`config.mk`:
```
export PLATFORM = sky130hd
export DESIGN_NAME = adaptive_filter_out_fifo
export DESIGN_NICKNAME = d
export VERILOG_FILES = /design/src/rtl/adaptive_filter_out_fifo.sv
export SDC_FILE = /design/constraint.sdc
export NUM_CORES = 1
export LEC_CHECK = 0
export CAP_MARGIN = 10
export CORE_ASPECT_RATIO = 0.75
export CORE_UTILIZATION = 55
export DETAILED_ROUTE_END_ITERATION = 10
export PLACE_DENSITY = 0.82
export REMOVE_ABC_BUFFERS = 1
export SLEW_MARGIN = 20
export SYNTH_ARGS = -nofsm -noshare
export SYNTH_HDL_FRONTEND = slang
export SYNTH_SLANG_ARGS = --single-unit
```
`constraint.sdc`:
```
create_clock -name clk -period 4.6 [get_ports clk]
set_input_delay 0.69 -clock clk [delete_from_list [all_inputs] [get_ports clk]]
set_output_delay 0.69 -clock clk [all_outputs]
set_load 0.02 [all_outputs]
```
`src/rtl/adaptive_filter_out_fifo.sv`:
```
// Output buffer behind the adaptive filter: turns a no-backpressure sample stream
// into an AXI-Stream master with a registered first-word-fall-through output stage.
`timescale 1ns/1ps

module adaptive_filter_out_fifo #(
    parameter int WORDLENGTH   = 14,
    parameter int DEPTH        = 16,
    parameter int AFULL_THRESH = 12
) (
    input  logic                     clk,
    input  logic                     arst_n,
    input  logic [WORDLENGTH-1:0]    s_tdata,
    input  logic                     s_tvalid,
    input  logic                     s_tuser,
    output logic [WORDLENGTH-1:0]    m_tdata,
    output logic                     m_tuser,
    output logic                     m_tvalid,
    input  logic                     m_tready,
    output logic [$clog2(DEPTH):0]   level,
    output logic                     afull,
    output logic                     ovf,
    input  logic                     ovf_clr
);

    localparam int AW = $clog2(DEPTH);
    localparam int PW = AW + 1;
    localparam logic [PW-1:0] DEPTH_L = PW'(DEPTH);
    localparam logic [PW-1:0] AFULL_L = PW'(AFULL_THRESH);

    if (DEPTH < 4 || (DEPTH & (DEPTH - 1)) != 0) begin : g_bad_depth
        $error("DEPTH must be a power of 2 and at least 4");
    end
    if (AFULL_THRESH < 1 || AFULL_THRESH > DEPTH) begin : g_bad_thresh
        $error("AFULL_THRESH must lie in 1..DEPTH");
    end

    // Handshake: the input side has no ready, a sample is offered on every s_tvalid
    // cycle; the output transfers on any edge where m_tvalid && m_tready.
    logic [WORDLENGTH:0] mem [DEPTH];
    logic [PW-1:0]       wr_ptr;
    logic [PW-1:0]       rd_ptr;
    logic [PW-1:0]       rd_ptr_nxt;
    logic [PW-1:0]       level_nxt;
    logic [PW-1:0]       stored_after_pop;
    logic [WORDLENGTH:0] head_word;
    logic                full;
    logic                push;
    logic                pop;
    logic                drop;

    // The entry on m_tdata still occupies its memory slot, so the pointer
    // difference is the full occupancy including the presented word.
    assign level = wr_ptr - rd_ptr;
    assign full  = (level == DEPTH_L);
    assign pop   = m_tvalid && m_tready;
    assign push  = s_tvalid && (!full || pop);
    assign drop  = s_tvalid && full && !pop;

    always_comb begin
        rd_ptr_nxt       = rd_ptr + PW'(pop);
        stored_after_pop = level - PW'(pop);
        level_nxt        = stored_after_pop + PW'(push);
        // An empty buffer forwards the incoming sample straight to the output register.
        if (stored_after_pop == '0) begin
            head_word = {s_tuser, s_tdata};
        end else begin
            head_word = mem[rd_ptr_nxt[AW-1:0]];
        end
    end

    always_ff @(posedge clk) begin
        if (push) begin
            mem[wr_ptr[AW-1:0]] <= {s_tuser, s_tdata};
        end
    end

    always_ff @(posedge clk or negedge arst_n) begin
        if (!arst_n) begin
            wr_ptr   <= '0;
            rd_ptr   <= '0;
            m_tvalid <= 1'b0;
            m_tdata  <= '0;
            m_tuser  <= 1'b0;
            afull    <= 1'b0;
            ovf      <= 1'b0;
        end else begin
            wr_ptr   <= wr_ptr + PW'(push);
            rd_ptr   <= rd_ptr_nxt;
            m_tvalid <= (level_nxt != '0);
            if (level_nxt != '0) begin
                {m_tuser, m_tdata} <= head_word;
            end
            afull <= (level_nxt >= AFULL_L);
            // A drop in the same cycle as a clear keeps the flag set.
            if (drop) begin
                ovf <= 1'b1;
            end else if (ovf_clr) begin
                ovf <= 1'b0;
            end
        end
    end

endmodule
```
==> tab_implementation.tex, run 1 <==
\begin{tabular}{lr}
\hline
Metric & Value \\
\hline
\multicolumn{2}{l}{\textbf{Placement}} \\
\quad Placement-stage worst setup slack & 0.204 ns \\
\quad Final weighted congestion of routability-driven global placement & 0.789 \\
\quad PortBufs & 42 \\
\quad HPWL Detailed & 13.8 mm \\
\quad Area after detailed placement & 11,800 µm² \\
\multicolumn{2}{l}{\textbf{Global routing}} \\
\quad Number of antenna violations at the first check in global routing & 0 \\
\quad Total congestion overflow after global routing & 0 \\
\quad Number of global-route vias before repair & 5,991 \\
\quad Met2 Usage GRT & 39.7\% \\
\quad Most used routing layer & met2 \\
\quad Overall global routing resource usage & 24.7\% \\
\quad Largest net degree at the start of global routing & 44 \\
\quad Fraction of met1 tracks used by global routing & 34.5\% \\
\quad Wire length of the first global-routing pass & 35.7 mm \\
\quad Met3 track demand over resource & 4.86\% \\
\multicolumn{2}{l}{\textbf{Die}} \\
\quad Row count & 44 \\
\quad Height of the die & 124 µm \\
\quad Horiz. Die Dim & 165 µm \\
\quad Starting Density & 56.2\% \\
\quad I/O pin cnt & 43 \\
\quad Placeable core region & 19,400 µm² \\
\quad Die Area & 20,400 µm² \\
\multicolumn{2}{l}{\textbf{Worst setup path}} \\
\quad Critical path startpoint category & flip-flop \\
\quad Kind of cell with the highest combined delay on the critical path & adder cells \\
\quad Arrival time at the worst endpoint & 4.71 ns \\
\quad Setup Crit Path Kind & flip-flop to flip-flop \\
\quad Cell type of the slowest stage on the worst timing path & or4\_1 \\
\quad Type of destination of the critical path & flip-flop \\
\quad Dominant cell type by count on the critical path & inv\_1 \\
\quad CP max stage delay & 0.50 ns \\
\quad Critical path fanouts, max & 16 \\
\quad CP bufs+invs & 5 \\
\quad Cell-by-cell trace of the critical path & inv\_1 -> ha\_1 -> inv\_1 -> fa\_1 -> xnor2\_2 -> inv\_1 -> or4\_1 -> nor3\_2 -> nand2b\_1 -> inv\_1 -> ha\_1 -> ha\_1 -> nor2\_1 -> o21ai\_0 -> o32ai\_4 -> buf\_8 -> mux2\_2 \\
\quad CP Data Required Time & 5.00 ns \\
\multicolumn{2}{l}{\textbf{Clocking}} \\
\quad Clk sinks & 268 \\
\quad Cell at the root of the clock tree & clkbuf\_16 \\
\quad Clock insertion delay at the later pin of the skew report & 0.52 ns \\
\quad Buffers inserted by post-CTS timing repair & 0 \\
\quad TritonCTS clock tree & yes \\
\quad Depth of the CTS H-tree & 1 \\
\quad Post-cts resize count & 0 \\
\quad Clock tree buffer depth & 3 \\
\quad Clock-pin slew reported for the worst setup and hold paths after clock tree synthesis & 0.06 ns \\
\quad CTS Hold Buffers Added & 0 \\
\quad Total clock buffers created by CTS & 25 \\
\multicolumn{2}{l}{\textbf{Synthesis}} \\
\quad Share of the synthesized area in compound gates (AO/OA/AOI/OAI) & 1.81\% \\
\quad Number of flops mapped to enable cells by yosys & 240 \\
\quad Ys async rst share & 10.4\% \\
\quad Sequential cell area fraction in the yosys report & 72.6\% \\
\quad Synth unique cells & 36 \\
\quad Register bit count reported by yosys & 268 \\
\quad Area of the mapped netlist & 10,900 µm² \\
\quad Proportion of synthesized area in mux cells & 15.9\% \\
\quad Post-synthesis instance total & 582 \\
\quad YS warnings & 0 \\
\quad Synth Area in Simple Gates & 5.18\% \\
\quad Post-Syn Area per Cell & 18.7 µm² \\
\quad XOR/XNOR Fraction of Synth Area & 1.25\% \\
\quad Area share of fa/ha/maj cells after synthesis & 1.56\% \\
\quad Main combinational cell family by area after synthesis & multiplexers \\
\quad Top\_reg\_cell synth & edfxtp\_1 \\
\multicolumn{2}{l}{\textbf{Timing}} \\
\quad Final hold viol count & 0 \\
\quad Final setup vio count & 0 \\
\quad Worst-margin pin slew & 1.00 ns \\
\quad Smallest setup slack after layout & 0.289 ns \\
\quad Unrepaired setup endpoints after global routing & false \\
\quad Final max-slew violation count & 0 \\
\quad Final hold slack & 0.244 ns \\
\quad Worst relative slew slack & 33.2\% \\
\quad Final period demand of the worst path & 4.31 ns \\
\quad Clock Skews & 0.00918 ns \\
\quad Maximum frequency from static timing analysis & 0.232 GHz \\
\quad Final worst-path cycle share & 93.7\% \\
\multicolumn{2}{l}{\textbf{Cells and area}} \\
\quad Area growth from synthesis to final layout & 15.9\% \\
\quad Final antenna diode count & 0 \\
\quad Reg area & 7910 µm² \\
\quad Post-route cell area & 12,600 µm² \\
\quad Net count, final & 686 \\
\quad Multi-input gate area & 2860 µm² \\
\quad Fraction of final layout cells sized beyond drive strength 1 & 25.4\% \\
\quad Fill count & 1,241 \\
\multicolumn{2}{l}{\textbf{Drt}} \\
\quad Average wire length per cell after detail routing & 25.4 µm \\
\quad Count of unresolved DRC violations after routing & 0 \\
\quad Routed Wire Length & 23.5 mm \\
\quad Initial DRC count & 556 \\
\quad Number of vias per cell & 6.15 \\
\quad First-pass iteration count of the detailed router & 5 \\
\quad Post-route antenna net violation count & 0 \\
\quad Routed vias & 5,681 \\
\multicolumn{2}{l}{\textbf{Run}} \\
\quad Reported max-cap violation count & 0 \\
\multicolumn{2}{l}{\textbf{Power and ir drop}} \\
\quad Static Leakage & 4.35 nW \\
\quad Overall power & 9.72 mW \\
\quad Ratio of total power to cell area & 770 nW/µm² \\
\quad IR drop worst, VDD & 980 µV \\
\multicolumn{2}{l}{\textbf{Status}} \\
\quad Run status & finished, final reports clean \\
\multicolumn{2}{l}{\textbf{Worst hold path}} \\
\quad Worst hold-check path type & input pin to asynchronous set/reset pin \\
\hline
\end{tabular}
[report_power, final]
part | internal, mW | total [mW] | switching [mW]
Clock | 1.18 | 2.04 | 0.853
Combinational | 2.14 | 4.48 | 2.34
Sequential | 3.03 | 3.21 | 0.176
[worst paths after layout]
path | start | end | slack, ns | cells after the start
worst max-delay path | wr_ptr[0] | m_tdata[12] | 0.29 | 17
worst min-delay path | arst_n | afull | 0.24 | 1
worst max register to register | wr_ptr[0] | m_tdata[12] | 0.29 | 17
worst min register to register | rd_ptr[4] | rd_ptr[4] | 0.49 | 1
max in group asynchronous | arst_n | m_tdata[8] | 3.85 | 1
min in group clk | rd_ptr[4] | rd_ptr[4] | 0.49 | 1
[final cells by class]
cell class,instances,area share [%]
clock buffer,37,5.63
clock inverter,7,0.763
inverter,16,0.476
multi-input combinational,270,22.7
sequential,268,62.6
tap,253,2.51
timing repair buffer,72,5.33
[layout by cell type (no fill, tap or decap), types with 2 or more instances in the layout]
cell	n
mux2_4	10
dfrtp_1	28
clkbuf_16	25
o21ai_0	3
nor3_2	5
bufinv_16	2
inv_6	2
nand3_1	7
clkdlybuf4s50_1	41
buf_4	27
and3_1	15
or3_1	2
ha_1	10
xor2_1	3
inv_1	16
nor2b_1	2
clkbuf_1	8
xnor2_1	6
edfxtp_1	240
buf_12	2
clkbuf_8	4
nand2b_1	3
clkinv_2	2
a31oi_1	16
nor2_1	17
a21o_1	2
and2_1	2
mux4_2	60
nor3_1	2
a211o_1	2
mux2_2	20
nand2_1	67
or4_1	2
xnor2_2	4
[registers in the layout, indices dropped and copies added, names as in the netlist]
register  count
wr_ptr        5
m_tdata      14
rd_ptr        5
m_tuser       1
mem         240
ovf           1
afull         1
m_tvalid      1
[metrics by stage]
| stage | instances | util, % | setup TNS (ns) |
|---|---|---|---|
| floorplan | 554 | - | -2.08 |
| global placement | 879 | 60.9 | 0 |
| detailed placement | 879 | 60.9 | 0 |
| CTS | 923 | 65.1 | 0 |
| global route | 923 | 65.2 | 0 |
| finish | 923 | 65.2 | 0 |
[cells in the mapped netlist (3+ instances only)]
cell,n,area [µm²]
edfxtp_1,240,7210
nand2_1,67,251
mux4_2,60,1350
dfrtp_1,28,701
mux2_2,20,225
clkbuf_1,17,63.8
nor2_1,17,63.8
a31oi_1,16,100
inv_1,16,60.1
and3_1,15,93.8
ha_1,12,150
mux2_4,10,150
nand3_1,7,35.0
nor3_1,7,35.0
xnor2_1,7,61.3
buf_2,6,30.0
buf_1,4,15.0
nand2b_1,3,18.8
o21ai_0,3,15.0
xnor2_2,3,48.8
xor2_1,3,26.3
[cells by family after synthesis]
group | Yosys count
adders and majority gates | 13
AOI/OAI and AO/OA | 27
buffers and inverters | 44
DFF | 268
muxes | 91
and+or+nand+nor | 126
xor gates and xnor gates | 13
[metal layers]
layer,wire (µm),vias to the layer above,share of wire [%]
met5,0,-,0
met4,631,0,2.7
met3,1840,46,7.9
met2,11300,255,48
met1,9710,2952,41
li1,-,2428,-
Note: power is estimated with default switching activity, not from simulation.
==> run 2: changes to the inputs <==
--- a/config.mk
+++ b/config.mk
@@ -5,13 +5,13 @@
 export SDC_FILE = /design/constraint.sdc
 export NUM_CORES = 1
 export LEC_CHECK = 0
-export CAP_MARGIN = 10
 export CORE_ASPECT_RATIO = 0.75
-export CORE_UTILIZATION = 55
+export CORE_UTILIZATION = 25
 export DETAILED_ROUTE_END_ITERATION = 10
-export PLACE_DENSITY = 0.82
+export PLACE_DENSITY = 0.49
 export REMOVE_ABC_BUFFERS = 1
 export SLEW_MARGIN = 20
 export SYNTH_ARGS = -nofsm -noshare
 export SYNTH_HDL_FRONTEND = slang
 export SYNTH_SLANG_ARGS = --single-unit
+export TNS_END_PERCENT = 100
==> tab_implementation.tex, run 2 (synthesis gave the netlist of run 1 again) <==
\begin{tabular}{lr}
\hline
Metric & Value \\
\hline
\multicolumn{2}{l}{\textbf{Status}} \\
\quad Run status & finished, final reports clean \\
\multicolumn{2}{l}{\textbf{Clocking}} \\
\quad Clock insertion delay at the later pin of the skew report & 0.54 ns (+0.02 ns) \\
\quad Clock-pin slew reported for the worst setup and hold paths after clock tree synthesis & 0.07 ns (about the same) \\
\quad Depth of the CTS H-tree & 1 (unchanged) \\
\quad Clk sinks & 268 (unchanged) \\
\quad Cell at the root of the clock tree & clkbuf\_16 \\
\quad TritonCTS clock tree & yes \\
\quad CTS Hold Buffers Added & 0 (unchanged) \\
\quad Total clock buffers created by CTS & 25 (unchanged) \\
\quad Clock tree buffer depth & 3 (unchanged) \\
\multicolumn{2}{l}{\textbf{Timing}} \\
\quad Final period demand of the worst path & 4.23 ns (-0.0821 ns) \\
\quad Clock Skews & 0.0159 ns (+0.00673 ns) \\
\quad Setup TNS & 0 ns (unchanged) \\
\quad Worst-margin pin slew & 0.828 ns (-0.173 ns) \\
\quad Maximum frequency from static timing analysis & 0.236 GHz (+1.9\%) \\
\quad Final setup vio count & 0 (unchanged) \\
\quad Unrepaired setup endpoints after global routing & false \\
\quad Final worst-path cycle share & 91.9\% (-1.8 points) \\
\quad Final hold viol count & 0 (unchanged) \\
\quad Worst relative slew slack & 44.7\% (+12 points) \\
\quad Final max-slew violation count & 0 (unchanged) \\
\quad Final hold slack & 0.247 ns (+0.00307 ns) \\
\multicolumn{2}{l}{\textbf{Worst setup path}} \\
\quad Worst Reg-to-Reg Cells & 17 (unchanged) \\
\quad Crit path launch & wr\_ptr[0] \\
\quad Worst flop-to-flop path endpoint & m\_tdata[1] \\
\quad Setup slack of the worst register-to-register path & 0.37 ns (+0.08 ns) \\
\quad Arrival time at the worst endpoint & 4.65 ns (-0.06 ns) \\
\quad Startpoint of the most critical register-to-register path & wr\_ptr[0] \\
\quad Setup Crit Path Kind & flip-flop to flip-flop \\
\quad Type of destination of the critical path & flip-flop \\
\quad Critical path fanouts, max & 16 (unchanged) \\
\quad CP Data Required Time & 5.02 ns (+0.02 ns) \\
\quad Critical path startpoint category & flip-flop \\
\multicolumn{2}{l}{\textbf{Power and ir drop}} \\
\quad Relative contribution of sequential cells to total power & 32.3\% (-0.7 points) \\
\quad Psw & 3.48 mW (+3.3\%) \\
\quad Static Leakage & 4.36 nW (+0.15\%) \\
\quad Comb power frac & 47.3\% (+1.2 points) \\
\quad Cell Int Power & 6.36 mW (about the same) \\
\quad Ratio of total power to cell area & 752 nW/µm² (-2.3\%) \\
\quad Switching share of power & 35.4\% (+0.72 points) \\
\quad Clock network fraction of total power & 20.4\% (-0.6 points) \\
\quad Overall power & 9.84 mW (+1.2\%) \\
\quad IR drop worst, VDD & 360 µV (-63\%) \\
\multicolumn{2}{l}{\textbf{Global routing}} \\
\quad Number of antenna violations at the first check in global routing & 0 (unchanged) \\
\quad Largest net degree at the start of global routing & 33 (-25\%) \\
\quad Total congestion overflow after global routing & 0 (unchanged) \\
\quad Wire length of the first global-routing pass & 38.9 mm (+9.0\%) \\
\quad Overall global routing resource usage & 11.9\% (-13 points) \\
\quad Number of global-route vias before repair & 5,763 (-3.8\%) \\
\multicolumn{2}{l}{\textbf{Cells and area}} \\
\quad Fraction of final layout cells sized beyond drive strength 1 & 27.3\% (+1.9 points) \\
\quad Net count, final & 692 (+0.87\%) \\
\quad Leading cell type in the layout, fill and taps excluded & edfxtp\_1 \\
\quad Most frequent cells in the layout & 240 x edfxtp\_1, 67 x nand2\_1, 60 x mux4\_2 \\
\quad Max reg flops & 240 (unchanged) \\
\quad Area growth from synthesis to final layout & 20.2\% \\
\quad Final design utilization & 30.8\% (-34 points) \\
\quad Final antenna diode count & 0 (unchanged) \\
\quad Final instance count without filler cells & 1,247 (+35\%) \\
\multicolumn{2}{l}{\textbf{Placement}} \\
\quad Final weighted congestion of routability-driven global placement & 0.713 (-9.6\%) \\
\quad PortBufs & 42 (unchanged) \\
\quad Cell Count Post-Placement & 1,200 (+37\%) \\
\quad HPWL Detailed & 15.9 mm (+15\%) \\
\multicolumn{2}{l}{\textbf{Drt}} \\
\quad Number of vias per cell & 4.45 (-28\%) \\
\quad Routed vias & 5,544 (-2.4\%) \\
\quad Initial DRC count & 402 (-28\%) \\
\quad Count of unresolved DRC violations after routing & 0 (unchanged) \\
\quad Average wire length per cell after detail routing & 21.0 µm (-18\%) \\
\quad Post-route antenna net violation count & 0 (unchanged) \\
\quad First-pass iteration count of the detailed router & 6 (+1) \\
\quad Routed Wire Length & 26.1 mm (+11\%) \\
\multicolumn{2}{l}{\textbf{Die}} \\
\quad Height of the die & 183 µm (+48\%) \\
\quad Starting Density & 25.6\% (-31 points) \\
\quad I/O pin cnt & 43 (unchanged) \\
\quad Die Area & 44,400 µm² (+120\%) \\
\quad Row count & 65 (+48\%) \\
\quad Horiz. Die Dim & 243 µm (+48\%) \\
\quad Placeable core region & 42,500 µm² (+120\%) \\
\multicolumn{2}{l}{\textbf{Worst hold path}} \\
\quad Worst hold-check path type & input pin to asynchronous set/reset pin \\
\multicolumn{2}{l}{\textbf{Run}} \\
\quad Reported max-cap violation count & 0 (unchanged) \\
\hline
\end{tabular}
[run 2: cell types whose count changed in the layout (fill, tap and decap cells not counted), moves of 4 or more]
| cell | delta |
|---|---|
| clkinv_1 | +9 |
| nor2_1 | -12 |
| clkbuf_1 | -4 |
| clkbuf_8 | -4 |
| buf_4 | +5 |
| nor2_2 | +12 |
[run 2: per-layer routing]
| layer | wire [µm] | GRT usage, % |
|---|---|---|
| met1 | 12600 | 17.3 |
| met2 | 12000 | 18.5 |
| met3 | 1090 | 2.25 |
| met4 | 452 | 2.67 |
| met5 | 0 | 0 |
[run 2: layout make-up]
class	instances	area (µm²)
well taps	569	712
inverters	16	60.1
repair buffers	78	736
multi-input cells	270	2900
flip-flops and latches	268	7910
fillers	4121	29400
clock inverters	17	134
clock buffers	29	641
[run 2: power by group through the flow]
stage          clock network (mW)  logic (mW)  registers [mW]
2_1_floorplan                   0        3.03            3.28
3_5_place_dp                    0        4.67            3.24
3_3_place_gp                    0        4.64            3.24
5_1_grt                      2.15        5.05            3.22
4_1_cts                      2.07        4.69            3.19
6_report                     2.01        4.65            3.18
[run 2: what timing repair did]
| action | CTS | global route |
|---|---|---|
| setup buffers | 0 | 1 |
| gates resized for setup | 0 | 1 |
| endpoints found under the setup margin | 0 | 15 |
[run 2: metrics by stage]
step / setup slack (ns) / area, µm²
after floorplan: -0.139 / 10800
after global placement: 0.267 / 12300
after detailed placement: 0.145 / 12300
after CTS: 0.138 / 13100
after global routing: 0.105 / 13100
final: 0.371 / 13100
[run 2: how the worst max path moves through the flow]
stage | end
global placement | m_tdata[1]
detailed placement | m_tdata[1]
finish | m_tdata[1]
floorplan | m_tdata[0]
global route | m_tdata[6]
CTS | m_tdata[1]
[run 2: worst max-delay path, cell delays in order, from the launching register on]
cell	delay, ns
dfrtp_1	0.41
inv_1	0.11
ha_1	0.15
inv_1	0.07
fa_1	0.47
xnor2_4	0.18
inv_1	0.06
or4_1	0.46
nor3_1	0.20
nand2b_1	0.18
inv_1	0.10
ha_1	0.20
ha_1	0.29
nor2_1	0.14
o21ai_0	0.17
o32ai_4	0.34
buf_12	0.23
mux2_2	0.35
==> run 3: changes to the inputs <==
--- a/config.mk
+++ b/config.mk
@@ -6,6 +6,7 @@
 export NUM_CORES = 1
 export LEC_CHECK = 0
 export CORE_ASPECT_RATIO = 0.75
+export CORE_MARGIN = 5
 export CORE_UTILIZATION = 25
 export DETAILED_ROUTE_END_ITERATION = 10
 export PLACE_DENSITY = 0.49
==> tab_implementation.tex, run 3 (synthesis gave the netlist of run 1 again) <==
\begin{tabular}{lr}
\hline
Metric & Value \\
\hline
\multicolumn{2}{l}{\textbf{Status}} \\
\quad Run status & finished, final reports clean \\
\multicolumn{2}{l}{\textbf{Clocking}} \\
\quad TritonCTS clock tree & yes \\
\quad Clock insertion delay at the later pin of the skew report & 0.54 ns (about the same) \\
\quad Buffers inserted by post-CTS timing repair & 0 (unchanged) \\
\quad Cell at the root of the clock tree & clkbuf\_16 \\
\quad Clock tree buffer depth & 3 (unchanged) \\
\quad Total clock buffers created by CTS & 27 (+8.0\%) \\
\quad Clock-pin slew reported for the worst setup and hold paths after clock tree synthesis & 0.07 ns (about the same) \\
\quad Clk sinks & 268 (unchanged) \\
\quad Depth of the CTS H-tree & 1 (unchanged) \\
\multicolumn{2}{l}{\textbf{Worst setup path}} \\
\quad Type of destination of the critical path & flip-flop \\
\quad Critical path fanouts, max & 16 (unchanged) \\
\quad Cell-by-cell trace of the critical path & inv\_1 -> ha\_1 -> inv\_1 -> fa\_1 -> xnor2\_4 -> inv\_1 -> or4\_1 -> nor3\_1 -> nand2b\_1 -> inv\_1 -> ha\_1 -> ha\_1 -> nor2\_1 -> o21ai\_0 -> o32ai\_4 -> buf\_12 -> mux2\_2 \\
\quad CP max stage delay & 0.48 ns (about the same) \\
\quad CP Data Required Time & 5.02 ns (about the same) \\
\quad Critical path startpoint category & flip-flop \\
\quad CP bufs+invs & 5 (unchanged) \\
\quad Dominant cell type by count on the critical path & inv\_1 \\
\quad Cell type of the slowest stage on the worst timing path & fa\_1 \\
\quad Kind of cell with the highest combined delay on the critical path & adder cells \\
\quad Setup Crit Path Kind & flip-flop to flip-flop \\
\quad Arrival time at the worst endpoint & 4.75 ns (+0.10 ns) \\
\multicolumn{2}{l}{\textbf{Timing}} \\
\quad Final worst-path cycle share & 94.1\% (+2.2 points) \\
\quad Final hold slack & 0.226 ns (-0.0209 ns) \\
\quad Worst relative slew slack & 45.1\% (+0.40 points) \\
\quad Unrepaired setup endpoints after global routing & false \\
\quad Maximum frequency from static timing analysis & 0.231 GHz (-2.3\%) \\
\quad Final period demand of the worst path & 4.33 ns (+0.102 ns) \\
\quad Clock Skews & 0.0111 ns (-0.00478 ns) \\
\quad Worst-margin pin slew & 0.822 ns (-0.00594 ns) \\
\quad Final setup vio count & 0 (unchanged) \\
\quad Final max-slew violation count & 0 (unchanged) \\
\quad Final hold viol count & 0 (unchanged) \\
\multicolumn{2}{l}{\textbf{Global routing}} \\
\quad Most used routing layer & met2 \\
\quad Met2 Usage GRT & 16.7\% (-1.8 points) \\
\quad Number of global-route vias before repair & 5,695 (-1.2\%) \\
\quad Total congestion overflow after global routing & 0 (unchanged) \\
\quad Met3 track demand over resource & 1.92\% (-0.33 points) \\
\quad Number of antenna violations at the first check in global routing & 0 (unchanged) \\
\quad Overall global routing resource usage & 10.5\% (-1.4 points) \\
\quad Fraction of met1 tracks used by global routing & 15.4\% (-2.0 points) \\
\quad Wire length of the first global-routing pass & 38.1 mm (-1.9\%) \\
\quad Largest net degree at the start of global routing & 62 (+88\%) \\
\multicolumn{2}{l}{\textbf{Cells and area}} \\
\quad Max reg flops & 240 (unchanged) \\
\quad Leading cell type in the layout, fill and taps excluded & edfxtp\_1 \\
\quad Final antenna diode count & 0 (unchanged) \\
\quad Fraction of final layout cells sized beyond drive strength 1 & 26.7\% (-0.62 points) \\
\quad Multi-input gate area & 2900 µm² (unchanged) \\
\quad Fill count & 4,211 (+2.2\%) \\
\quad Final instance count without filler cells & 1,253 (+0.48\%) \\
\quad Reg area & 7910 µm² (unchanged) \\
\quad Most frequent cells in the layout & 240 x edfxtp\_1, 67 x nand2\_1, 60 x mux4\_2 \\
\quad Area growth from synthesis to final layout & 20.3\% \\
\quad Net count, final & 688 (-0.58\%) \\
\multicolumn{2}{l}{\textbf{Drt}} \\
\quad Average wire length per cell after detail routing & 20.0 µm (-4.7\%) \\
\quad Routed vias & 5,450 (-1.7\%) \\
\quad Number of vias per cell & 4.35 (-2.2\%) \\
\quad Count of unresolved DRC violations after routing & 0 (unchanged) \\
\quad Post-route antenna net violation count & 0 (unchanged) \\
\quad First-pass iteration count of the detailed router & 4 (-2) \\
\quad Initial DRC count & 328 (-18\%) \\
\quad Routed Wire Length & 25.0 mm (-4.2\%) \\
\multicolumn{2}{l}{\textbf{Power and ir drop}} \\
\quad Ratio of total power to cell area & 746 nW/µm² (-0.80\%) \\
\quad IR drop worst, VDD & 400 µV (+11\%) \\
\quad Static Leakage & 4.36 nW (about the same) \\
\quad Overall power & 9.77 mW (-0.68\%) \\
\multicolumn{2}{l}{\textbf{Die}} \\
\quad Horiz. Die Dim & 251 µm (+3.3\%) \\
\quad Height of the die & 191 µm (+4.4\%) \\
\quad Row count & 66 (+1.5\%) \\
\quad Placeable core region & 43,200 µm² (+1.5\%) \\
\quad Die Area & 47,900 µm² (+7.8\%) \\
\quad Starting Density & 25.2\% (-0.39 points) \\
\quad I/O pin cnt & 43 (unchanged) \\
\multicolumn{2}{l}{\textbf{Placement}} \\
\quad PortBufs & 42 (unchanged) \\
\quad Cell Count Post-Placement & 1,204 (+0.33\%) \\
\quad Final weighted congestion of routability-driven global placement & 0.747 (+4.7\%) \\
\quad HPWL Detailed & 15.2 mm (-4.3\%) \\
\multicolumn{2}{l}{\textbf{Run}} \\
\quad Reported max-cap violation count & 0 (unchanged) \\
\multicolumn{2}{l}{\textbf{Worst hold path}} \\
\quad Worst hold-check path type & input pin to asynchronous set/reset pin \\
\hline
\end{tabular}
==> run 3: cell count changes in the layout (fill, tap and decap cells not counted), sizes merged <==
cell,change
inv,+1
clkinvlp,-1
clkinv,-4
clkbuf,+7
buf,-6
==> run 3: worst register-to-register path: stages (launching register included) <==
cell and delay, ns:
dfrtp_1 0.41, inv_1 0.10, ha_1 0.15, inv_1 0.08, fa_1 0.48, xnor2_4 0.30
inv_1 0.09, or4_1 0.47, nor3_1 0.21, nand2b_1 0.17, inv_1 0.09, ha_1 0.20
ha_1 0.29, nor2_1 0.14, o21ai_0 0.16, o32ai_4 0.33, buf_12 0.22, mux2_2 0.36
==> run 3: layout make-up <==
cell class / instances / area share (%)
Tap cell: 578 / 5.52
Multi-Input combinational cell: 270 / 22.1
Clock inverter: 13 / 0.878
Clock buffer: 36 / 5.41
Timing Repair Buffer: 72 / 5.27
Inverter: 16 / 0.458
Sequential cell: 268 / 60.3
==> run 3: through the flow <==
stage | setup WS, ns | util [%] | instance area [µm²] | setup TNS (ns)
CTS | 0.225 | 30.3 | 13100 | 0
global route | 0.0575 | 30.3 | 13100 | 0
detailed placement | 0.251 | 28.4 | 12300 | 0
global placement | 0.299 | 28.4 | 12300 | 0
finish | 0.269 | 30.3 | 13100 | 0
floorplan | -0.139 | - | 10800 | -2.08
==> run 3: power by group <==
| group | switching [mW] | internal, mW |
|---|---|---|
| Sequential | 0.151 | 3.03 |
| Clock | 0.898 | 1.19 |
| Combinational | 2.36 | 2.14 |
==> run 3: layer usage <==
metal	wire, µm	vias up
li1	-	2443
met3	903	26
met4	398	0
met2	11500	100
met1	12200	2881
met5	0	-
==> run 3: final timing paths <==
check                                from          end  slack [ns]  cells after the start
min in group clk                wr_ptr[4]    wr_ptr[4]        0.49                      1
max in group asynchronous          arst_n   m_tdata[0]        3.87                      1
worst min-delay path               arst_n  m_tdata[13]        0.23                      1
worst max-delay path            wr_ptr[0]   m_tdata[2]        0.27                     17
worst max register to register  wr_ptr[0]   m_tdata[2]        0.27                     17
worst min register to register  wr_ptr[4]    wr_ptr[4]        0.49                      1
==> run 3: repair_timing <==
action	CTS	global route
gates resized for setup	0	1
endpoints found under the hold margin	0	0
endpoints found under the setup margin	0	3
hold buffers	0	0
